<file path="config.mk">
export PLATFORM = sky130hd
export DESIGN_NAME = powlib_busarbiter_flat
export DESIGN_NICKNAME = d
export VERILOG_FILES = /design/src/rtl/powlib_busarbiter_if.sv /design/src/rtl/powlib_busarbiter.sv /design/src/flat_wrapper.sv
export SDC_FILE = /design/constraint.sdc
export NUM_CORES = 1
export LEC_CHECK = 0
export BUFFER_PORTS_ARGS = -buffer_cell sky130_fd_sc_hd__buf_4
export CAP_MARGIN = 10
export CORE_ASPECT_RATIO = 1.5
export CORE_MARGIN = 10
export CORE_UTILIZATION = 54
export CTS_CLUSTER_SIZE = 30
export DETAILED_ROUTE_END_ITERATION = 16
export PLACE_DENSITY = 0.91
export SLEW_MARGIN = 20
export SYNTH_ARGS = -nofsm -noshare
export SYNTH_HDL_FRONTEND = slang
export SYNTH_SLANG_ARGS = --single-unit
</file>
<file path="constraint.sdc">
create_clock -name clk -period 3 [get_ports clk]
set_input_delay 0.15 -clock clk [delete_from_list [all_inputs] [get_ports clk]]
set_output_delay 0.15 -clock clk [all_outputs]
set_load 0.02 [all_outputs]
</file>
<file path="src/rtl/powlib_busarbiter_if.sv">
// Requester-side and downstream-side signals of one crossbar output lane.
// The arbiter takes the slave view; the requesters/FIFO side takes the master view.
interface powlib_busarbiter_if #(
    parameter int unsigned B_WRS = 4,
    parameter int unsigned B_AW  = 2,
    parameter int unsigned B_DW  = 4
) ();
    logic [B_WRS*B_DW-1:0] wrdatas;
    logic [B_WRS*B_AW-1:0] wraddrs;
    logic [B_WRS-1:0]      wrvlds;
    logic [B_WRS-1:0]      wrrdys;
    logic [B_DW-1:0]       rddata;
    logic [B_AW-1:0]       rdaddr;
    logic                  rdvld;
    logic                  rdrdy;
    logic                  rdnf;
    logic [B_WRS-1:0]      grant;

    modport slave (
        input  wrdatas, wraddrs, wrvlds, rdrdy, rdnf,
        output wrrdys, rddata, rdaddr, rdvld, grant
    );

    modport master (
        output wrdatas, wraddrs, wrvlds, rdrdy, rdnf,
        input  wrrdys, rddata, rdaddr, rdvld, grant
    );
endinterface

</file>
<file path="src/rtl/powlib_busarbiter.sv">
// Round-robin burst arbiter for one crossbar output lane: picks an in-window requester,
// grants it up to MAXBURST beats, and registers the winning beat into one output stage.
module powlib_busarbiter #(
    parameter int unsigned B_WRS    = 4,
    parameter int unsigned B_AW     = 2,
    parameter int unsigned B_DW     = 4,
    parameter int unsigned B_BASE   = 0,
    parameter int unsigned B_SIZE   = 2,
    parameter int unsigned MAXBURST = 4
) (
    input logic               clk,
    input logic               rst,
    powlib_busarbiter_if.slave bus
);
    localparam int unsigned PtrW = (B_WRS > 1) ? $clog2(B_WRS) : 1;
    localparam int unsigned CntW = $clog2(MAXBURST + 1);

    localparam logic [B_AW-1:0] BaseAddr = B_AW'(B_BASE);
    // Window never wraps, so addr is inside iff (addr - base) mod 2^B_AW <= B_HIGH - base.
    localparam logic [B_AW-1:0] SpanAddr = B_AW'(B_BASE + B_SIZE) - BaseAddr;
    localparam logic [PtrW-1:0] LastIdx  = PtrW'(B_WRS - 1);
    localparam logic [CntW-1:0] BurstMax = CntW'(MAXBURST);

    typedef enum logic [0:0] {StIdle, StHold} state_e;

    state_e          state_q, state_d;
    logic [PtrW-1:0] ptr_q, ptr_d;
    logic [PtrW-1:0] owner_q, owner_d;
    logic [CntW-1:0] cnt_q, cnt_d;
    logic [B_WRS-1:0] grant_q, grant_d;

    logic            rdvld_q;
    logic [B_DW-1:0] rddata_q;
    logic [B_AW-1:0] rdaddr_q;

    logic [B_WRS-1:0] elig;
    logic [B_AW-1:0]  addr_off;
    logic [PtrW-1:0]  cur, cand;
    int unsigned      sel_idx;
    logic             cur_vld, load, xfer;

    always_comb begin
        elig     = '0;
        addr_off = '0;
        for (int i = 0; i < B_WRS; i++) begin
            addr_off = bus.wraddrs[i*B_AW +: B_AW] - BaseAddr;
            elig[i]  = bus.wrvlds[i] && (addr_off <= SpanAddr);
        end
    end

    // Descending scan so the nearest eligible index after ptr is written last and wins.
    always_comb begin
        cur     = owner_q;
        cur_vld = 1'b0;
        cand    = '0;
        sel_idx = 0;
        if (state_q == StHold) begin
            cur_vld = elig[owner_q];
        end else begin
            for (int k = B_WRS; k >= 1; k--) begin
                sel_idx = int'(ptr_q) + k;
                if (sel_idx >= B_WRS) sel_idx = sel_idx - B_WRS;
                cand = PtrW'(sel_idx);
                if (elig[cand]) begin
                    cur     = cand;
                    cur_vld = 1'b1;
                end
            end
        end
    end

    assign load = (!rdvld_q || bus.rdrdy) && !bus.rdnf;
    assign xfer = cur_vld && load;

    always_comb begin
        bus.wrrdys = '0;
        if (xfer) bus.wrrdys[cur] = 1'b1;
    end

    always_comb begin
        state_d = state_q;
        ptr_d   = ptr_q;
        owner_d = owner_q;
        cnt_d   = cnt_q;
        grant_d = grant_q;
        unique case (state_q)
            StIdle: begin
                if (xfer) begin
                    if (MAXBURST == 1) begin
                        ptr_d = cur;
                    end else begin
                        state_d       = StHold;
                        owner_d       = cur;
                        cnt_d         = CntW'(1);
                        grant_d       = '0;
                        grant_d[cur]  = 1'b1;
                    end
                end
            end
            StHold: begin
                if (!elig[owner_q] || (xfer && (cnt_q + CntW'(1) == BurstMax))) begin
                    state_d = StIdle;
                    ptr_d   = owner_q;
                    cnt_d   = '0;
                    grant_d = '0;
                end else if (xfer) begin
                    cnt_d = cnt_q + CntW'(1);
                end
            end
            default: state_d = StIdle;
        endcase
    end

    always_ff @(posedge clk) begin
        if (rst) begin
            state_q <= StIdle;
            ptr_q   <= LastIdx;
            owner_q <= '0;
            cnt_q   <= '0;
            grant_q <= '0;
            rdvld_q <= 1'b0;
        end else begin
            state_q <= state_d;
            ptr_q   <= ptr_d;
            owner_q <= owner_d;
            cnt_q   <= cnt_d;
            grant_q <= grant_d;
            if (xfer) rdvld_q <= 1'b1;
            else if (bus.rdrdy) rdvld_q <= 1'b0;
        end
    end

    // Output payload is qualified by rdvld, so it carries no reset.
    always_ff @(posedge clk) begin
        if (xfer) begin
            rddata_q <= bus.wrdatas[int'(cur)*B_DW +: B_DW];
            rdaddr_q <= bus.wraddrs[int'(cur)*B_AW +: B_AW];
        end
    end

    assign bus.rddata = rddata_q;
    assign bus.rdaddr = rdaddr_q;
    assign bus.rdvld  = rdvld_q;
    assign bus.grant  = grant_q;
endmodule

</file>
<file path="src/flat_wrapper.sv">
// flat-port wrapper written by rule: the top's interface ports become plain ports
module powlib_busarbiter_flat 
#(
    parameter int unsigned B_WRS    = 4,
    parameter int unsigned B_AW     = 2,
    parameter int unsigned B_DW     = 4,
    parameter int unsigned B_BASE   = 0,
    parameter int unsigned B_SIZE   = 2,
    parameter int unsigned MAXBURST = 4
)
  (clk, rst, bus_wrdatas, bus_wraddrs, bus_wrvlds, bus_rdrdy, bus_rdnf, bus_wrrdys, bus_rddata, bus_rdaddr, bus_rdvld, bus_grant);
  powlib_busarbiter_if #(.B_WRS(B_WRS), .B_AW(B_AW), .B_DW(B_DW)) bus_i ();
  input logic clk;
  input logic rst;
  input wire logic [$bits(bus_i.wrdatas)-1:0] bus_wrdatas;
  input wire logic [$bits(bus_i.wraddrs)-1:0] bus_wraddrs;
  input wire logic [$bits(bus_i.wrvlds)-1:0] bus_wrvlds;
  input wire logic [$bits(bus_i.rdrdy)-1:0] bus_rdrdy;
  input wire logic [$bits(bus_i.rdnf)-1:0] bus_rdnf;
  output wire logic [$bits(bus_i.wrrdys)-1:0] bus_wrrdys;
  output wire logic [$bits(bus_i.rddata)-1:0] bus_rddata;
  output wire logic [$bits(bus_i.rdaddr)-1:0] bus_rdaddr;
  output wire logic [$bits(bus_i.rdvld)-1:0] bus_rdvld;
  output wire logic [$bits(bus_i.grant)-1:0] bus_grant;
  assign bus_i.wrdatas = bus_wrdatas;
  assign bus_i.wraddrs = bus_wraddrs;
  assign bus_i.wrvlds = bus_wrvlds;
  assign bus_i.rdrdy = bus_rdrdy;
  assign bus_i.rdnf = bus_rdnf;
  assign bus_wrrdys = bus_i.wrrdys;
  assign bus_rddata = bus_i.rddata;
  assign bus_rdaddr = bus_i.rdaddr;
  assign bus_rdvld = bus_i.rdvld;
  assign bus_grant = bus_i.grant;
  powlib_busarbiter #(.B_WRS(B_WRS), .B_AW(B_AW), .B_DW(B_DW), .B_BASE(B_BASE), .B_SIZE(B_SIZE), .MAXBURST(MAXBURST)) u_core (.clk(clk), .rst(rst), .bus(bus_i));
endmodule
</file>
## Yosys cells after proc, flatten, opt, wreduce, memory -nomap -nowiden

Cells that the tools add are included.

- Register bits: 19
- Input port bits: 32
- Word-level logic and storage cells: 100

- $add $sub $neg: 9
- Magnitude comparators: 15
- Equal/unequal tests: 4
- Shift operators: 2
- Multiplexer cells: 43
- Bitwise logic cells: 1
- Reductions and logical operators: 18

Operators with widths:

| kind | count |
|---|---|
| 2-bit two-way mux | 13 |
| 2-bit by 3-bit < comparator with 1-bit output, second input constant | 6 |
| 16-bit by 5-bit variable part select with 4-bit output | 1 |
| 1-bit two-way mux | 15 |
| 4-bit two-way mux | 3 |
| 1-bit binary-select mux with 2-bit select | 5 |
| 3-bit greater-or-equal comparator, second input constant | 3 |
| 3-bit two-way mux | 3 |
| 2-bit <= comparator, second input constant | 4 |
| 1-bit logical AND | 8 |
| 4-bit case mux with 2 select lines | 1 |
| 2-bit AND reduction | 4 |
| 8-bit by 4-bit variable part select with 2-bit output | 1 |
| 2-bit by 1-bit subtractor with 2-bit output, second input constant | 4 |
| 2-bit by 2-bit adder with 3-bit output, second input constant | 2 |
| 3-bit case mux with 2 select lines | 1 |
| 2-bit by 3-bit adder with 4-bit output, second input constant | 1 |
| 4-bit by 3-bit greater-or-equal comparator with 1-bit output, second input constant | 1 |
| 2-bit by 1-bit adder with 3-bit output, second input constant | 1 |
| 3-bit by 1-bit adder with 3-bit output, second input constant | 1 |
| 3-bit == test, second input constant | 1 |
| 1-bit zero test | 3 |
| 3-bit != test, second input constant | 1 |
| 1-bit demux with 2-bit select | 1 |
| 7 further kinds | 8 |

## Depth between registers and ports, before layout

- Depth in word-level cells: 17
- Gate-level depth with buffers: 9
- Mapped depth without buffers: 7

## Worst setup path before layout

No wires, ideal clock.

- Path type: reg-to-output
- Start point: reg u_core.ptr_q[1]
- End point: out bus_wrrdys[2]
- Arrival: 2.082 ns
- Data required time: 2.850 ns
- Path slack: 0.768 ns
- Stages on the path, launching flop included: 8
- Buffers on the path: 2
- Cell sequence: dfxtp_1 > buf_6 > nand2_1 > a32oi_1 > a21oi_4 > o31ai_4 > buf_6 > nor3b_1

- Cells in the longest elaborated chain, start to end: 16
- Elaborated cells on any way between the ends: 45
- Those cells by class: add/sub (8); order compare (6); mux (29); reduce/logical (2)

Ends and longest elaborated chain:

| element | RTL line | source |
|---|---|---|
| start: declaration | powlib_busarbiter.sv:27 | `logic [PtrW-1:0] ptr_q, ptr_d;` |
| start signal: assignment | powlib_busarbiter.sv:117 | `ptr_q <= LastIdx;` |
| start signal: assignment | powlib_busarbiter.sv:124 | `ptr_q <= ptr_d;` |
| 2-bit by 3-bit adder with 4-bit output | powlib_busarbiter.sv:61 | `sel_idx = int'(ptr_q) + k;` |
| 4-bit by 3-bit greater-or-equal comparator with 1-bit output or 2-bit by 1-bit subtractor with 2-bit output (tied branches) | powlib_busarbiter.sv:62 | `if (sel_idx >= B_WRS) sel_idx = sel_idx - B_WRS;` |
| 2-bit two-way mux | powlib_busarbiter.sv:62 |  |
| 2-bit two-way mux | powlib_busarbiter.sv:57 | `if (state_q == StHold) begin` |
| 1-bit binary-select mux with 2-bit select | powlib_busarbiter.sv:64 | `if (elig[cand]) begin` |
| 1-bit two-way mux (implied by the code) | powlib_busarbiter.sv:64 |  |
| 2-bit two-way mux (4 in a row) | powlib_busarbiter.sv:64 |  |
| 2-bit two-way mux | powlib_busarbiter.sv:57 |  |
| 2-bit by 3-bit < comparator with 1-bit output (implied by the code) or 2-bit by 1-bit greater-or-equal comparator with 1-bit output (tied branches) | powlib_busarbiter.sv:77 | `if (xfer) bus.wrrdys[cur] = 1'b1;` |
| 1-bit logical AND (implied by the code) | powlib_busarbiter.sv:77 |  |
| 1-bit two-way mux (implied by the code) | powlib_busarbiter.sv:77 |  |
| 1-bit demux with 2-bit select | - |  |
| 4-bit two-way mux (*) | powlib_busarbiter.sv:77 |  |
| end: declaration | flat_wrapper.sv:20 | `output wire logic [$bits(bus_i.wrrdys)-1:0] bus_wrrdys;` |

Every way passes the cells marked *; elsewhere a longest branch is shown, timed or not. The select of a mux whose other input is x is not followed.

## Worst setup path in the final report

- Start point: reg u_core.ptr_q[1]
- End point: out bus_wrrdys[1]

The elaborated chain is that of the path after synthesis.

==> impl_metrics.env <==
export IMPL_grt_usage_pct=16.2
export IMPL_cts_root_buf="clkbuf_4"
export IMPL_slew_headroom_pct=62.8
export IMPL_crit_required_ns=2.85
export IMPL_fin_skew_ns=0.00337
export IMPL_cts_max_level=1
export IMPL_final_seq_area_um2=440
export IMPL_yosys_area_top_type="dfxtp_1"
export IMPL_postRouteAntennaNets=0
export IMPL_synth_common_cells="20 x mux2i_1, 17 x nand2_1, 13 x dfxtp_1, 10 x a21oi_1, 10 x nor2_1"
export IMPL_multi_input_area_um2=850
export IMPL_cts_max_path_buffers=2
export IMPL_dr_pass1_iters=4
export IMPL_io_pins=47
export IMPL_wl_per_cell_um=18.6
export IMPL_cts_tree="yes"
export IMPL_critPathTopFamily="compound AO/OA/AOI/OAI gates"
export IMPL_die_y_um=81.9
export IMPL_path_clk_slew_ns=0.11
export IMPL_synth_top_cell_area_share_pct=18.9
export IMPL_critPathCaptureType="primary output"
export IMPL_antenna_found_initial=0
export IMPL_yosysMostFrequentCell="mux2i_1"
export IMPL_grt_overflow_total=0
export IMPL_numCtsBuffers=3
export IMPL_path_depth=8
export IMPL_fin_nets=228
export IMPL_drcViolationCount=0
export IMPL_path_buf_inv=2
export IMPL_core_um2=2450
export IMPL_maxCapViolCount=0
export IMPL_synth_seq_cells=19
export IMPL_period_share_pct=89.8
export IMPL_outcome="complete, no violations"
export IMPL_finalWeightedCongestion=0.813
export IMPL_netlist_area_um2=1380
export IMPL_wirelength_mm=4.03
export IMPL_fp_dieW_um=61.2
export IMPL_syn_nets=180
export IMPL_netlist_top_cells_area="dfxtp_1 19%, mux2i_1 15%, edfxtp_1 13%"
export IMPL_synth_cells=146
export IMPL_ctsResizeCount=0
export IMPL_worstSetupPathType="flop to primary output"
export IMPL_synth_flop_cell="dfxtp_1"
export IMPL_io_buffer_count=46
export IMPL_crit_slowest_cell="dfxtp_1"
export IMPL_power_density_nw_per_um2=485
export IMPL_cp_max_fo=12
export IMPL_grt_pass1_wl_mm=6.29
export IMPL_timing_fmax_mhz=371
export IMPL_hold_class="input pin to flop"
export IMPL_grt_pass1_vias=1362
export IMPL_rows=22
export IMPL_grt_max_degree=17
export IMPL_setup_viol=0
export IMPL_ir_worst_vdd_v=0.000354
export IMPL_fill_cells=184
export IMPL_vias_per_cell=6.24
export IMPL_ys_seq_area_share_pct=32.0
export IMPL_finalMaxSlewViolations=0
export IMPL_yosysUniqueCellTypes=47
export IMPL_min_period_ns=2.69
export IMPL_tns_ns=0
export IMPL_crit_arrival_ns=2.54
export IMPL_holdCritStartpoint="rst"
export IMPL_rsz0062_at_grt="no"
export IMPL_drive_gt1_share_pct=35.2
export IMPL_synth_edf_count=6
export IMPL_ctsHoldBuffers=0
export IMPL_postLayoutCoreUtil_pct=71.2
export IMPL_worstReg2RegStart="u_core.ptr_q[1]$_SDFFE_PP1P_"
export IMPL_num_antenna_cells=0
export IMPL_worstSkewPairLatency_ns=0.31
export IMPL_postCtsSetupRepairBufs=0
export IMPL_slowest_delay_ns=0.63
export IMPL_die_area_um2=5010
export IMPL_power_leakage_nw=0.799
export IMPL_hold_violations=0
export IMPL_area_delta_synth_final_pct=26.6
export IMPL_start_util_pct=56.2
export IMPL_avgSynthCellArea_um2=9.44
export IMPL_ys_async_sr_fraction_pct=0
export IMPL_cts_sinks=19
export IMPL_worst_slew_pin_slew_ns=0.558
export IMPL_crit_chain="nor2_1, a222oi_1, a211oi_1, o32ai_2, buf_4, nand2_1, nor2_1, buf_4"
export IMPL_hold_depth=2
export IMPL_reg2regPathDepth=8
export IMPL_ys_warn_count=0
export IMPL_vias=1354
export IMPL_place_hpwl_mm=3.30
export IMPL_cp_start_kind="flop"
export IMPL_crit_start="u_core.ptr_q[1]$_SDFFE_PP1P_"
export IMPL_drt_iter0_drc=65
[layout make-up]
class                           count  share of cell area (%)
Multi-Input combinational cell    114                    48.7
Sequential cell                    19                    25.3
Timing Repair Buffer               49                    21.1
Tap cell                           24                    1.72
Inverter                            7                    1.65
Clock buffer                        3                    1.29
Clock inverter                      1                   0.287
[sequential cells by signal (all words and copies together) (netlist names)]
| signal | cells |
|---|---|
| u_core.bus.grant | 4 |
| u_core.bus.rddata | 4 |
| u_core.cnt_q | 3 |
| u_core.bus.rdaddr | 2 |
| u_core.owner_q | 2 |
| u_core.ptr_q | 2 |
| u_core.bus.rdvld | 1 |
| u_core.state_q | 1 |
[routing by layer]
metal  vias up  wire (µm)  GRT usage, %
li1        636          -             -
met1       644       1400          15.9
met2        63       2150          31.6
met3        11        385          3.09
met4         0         93          5.50
met5         -          0             0
[kinds of logic (layout without fill, tap and decap cells)]
kind of cell    after synthesis  in the layout  synth area share, %
compound gates               35             35                 21.9
fa+ha+maj                     2              2                 1.82
buf+inv                      13             60                 6.36
flops                        19             19                 32.0
mux                          22             22                 18.1
simple gates                 55             55                 19.9
[placed cells by master (no fill, tap or decap), types with 2 or more instances in the layout]
cell type  instances
dfxtp_1           13
nand2b_1           2
nor2_2             2
and3_1             4
nor2b_1            2
nor2_1            10
and2_1             3
ha_1               2
edfxtp_1           6
nand3_1            7
o21ai_0            3
a211o_1            2
a21oi_1           10
a211oi_1           3
o211ai_1           2
buf_4             49
inv_1              5
or4_1              2
a21boi_2           3
nand2_1           17
mux2i_1           20
clkbuf_4           3
[worst register-to-register path: stages, from the launching register on]
cell	delay (ns)
dfxtp_1	0.63
inv_2	0.13
mux2i_1	0.17
o2111ai_2	0.25
a21oi_4	0.12
o31ai_4	0.21
buf_4	0.28
mux2i_1	0.31
mux2i_1	0.11
[metrics by stage]
step,hold WS [ns],area [µm²],instances,worst slack (ns),total power [mW]
2_1_floorplan,0.222,1380,146,0.768,0.595
3_3_place_gp,0.414,1720,213,0.787,0.695
3_5_place_dp,0.423,1720,213,0.571,0.718
4_1_cts,0.0935,1740,217,0.342,0.846
5_1_grt,0.102,1740,217,0.196,0.888
6_report,0.0958,1740,217,0.307,0.846
[power breakdown]
group	internal [mW]	switching, mW	total, mW	leakage [nW]
clock	0.0499	0.0833	0.133	0.0177
sequential	0.303	0.0296	0.333	0.164
combinational	0.176	0.204	0.380	0.617
[path summary, 6_finish.rpt]
path,to,slack (ns)
hold reg to reg,u_core.bus.grant[0]$_SDFFE_PP0P_,0.49
setup / recovery,bus_wrrdys[1],0.31
hold / removal,u_core.bus.grant[3]$_SDFFE_PP0P_,0.1
setup reg to reg,u_core.bus.rdaddr[1]$_DFFE_PP_,0.54
Power figures use the tool's default switching activity.
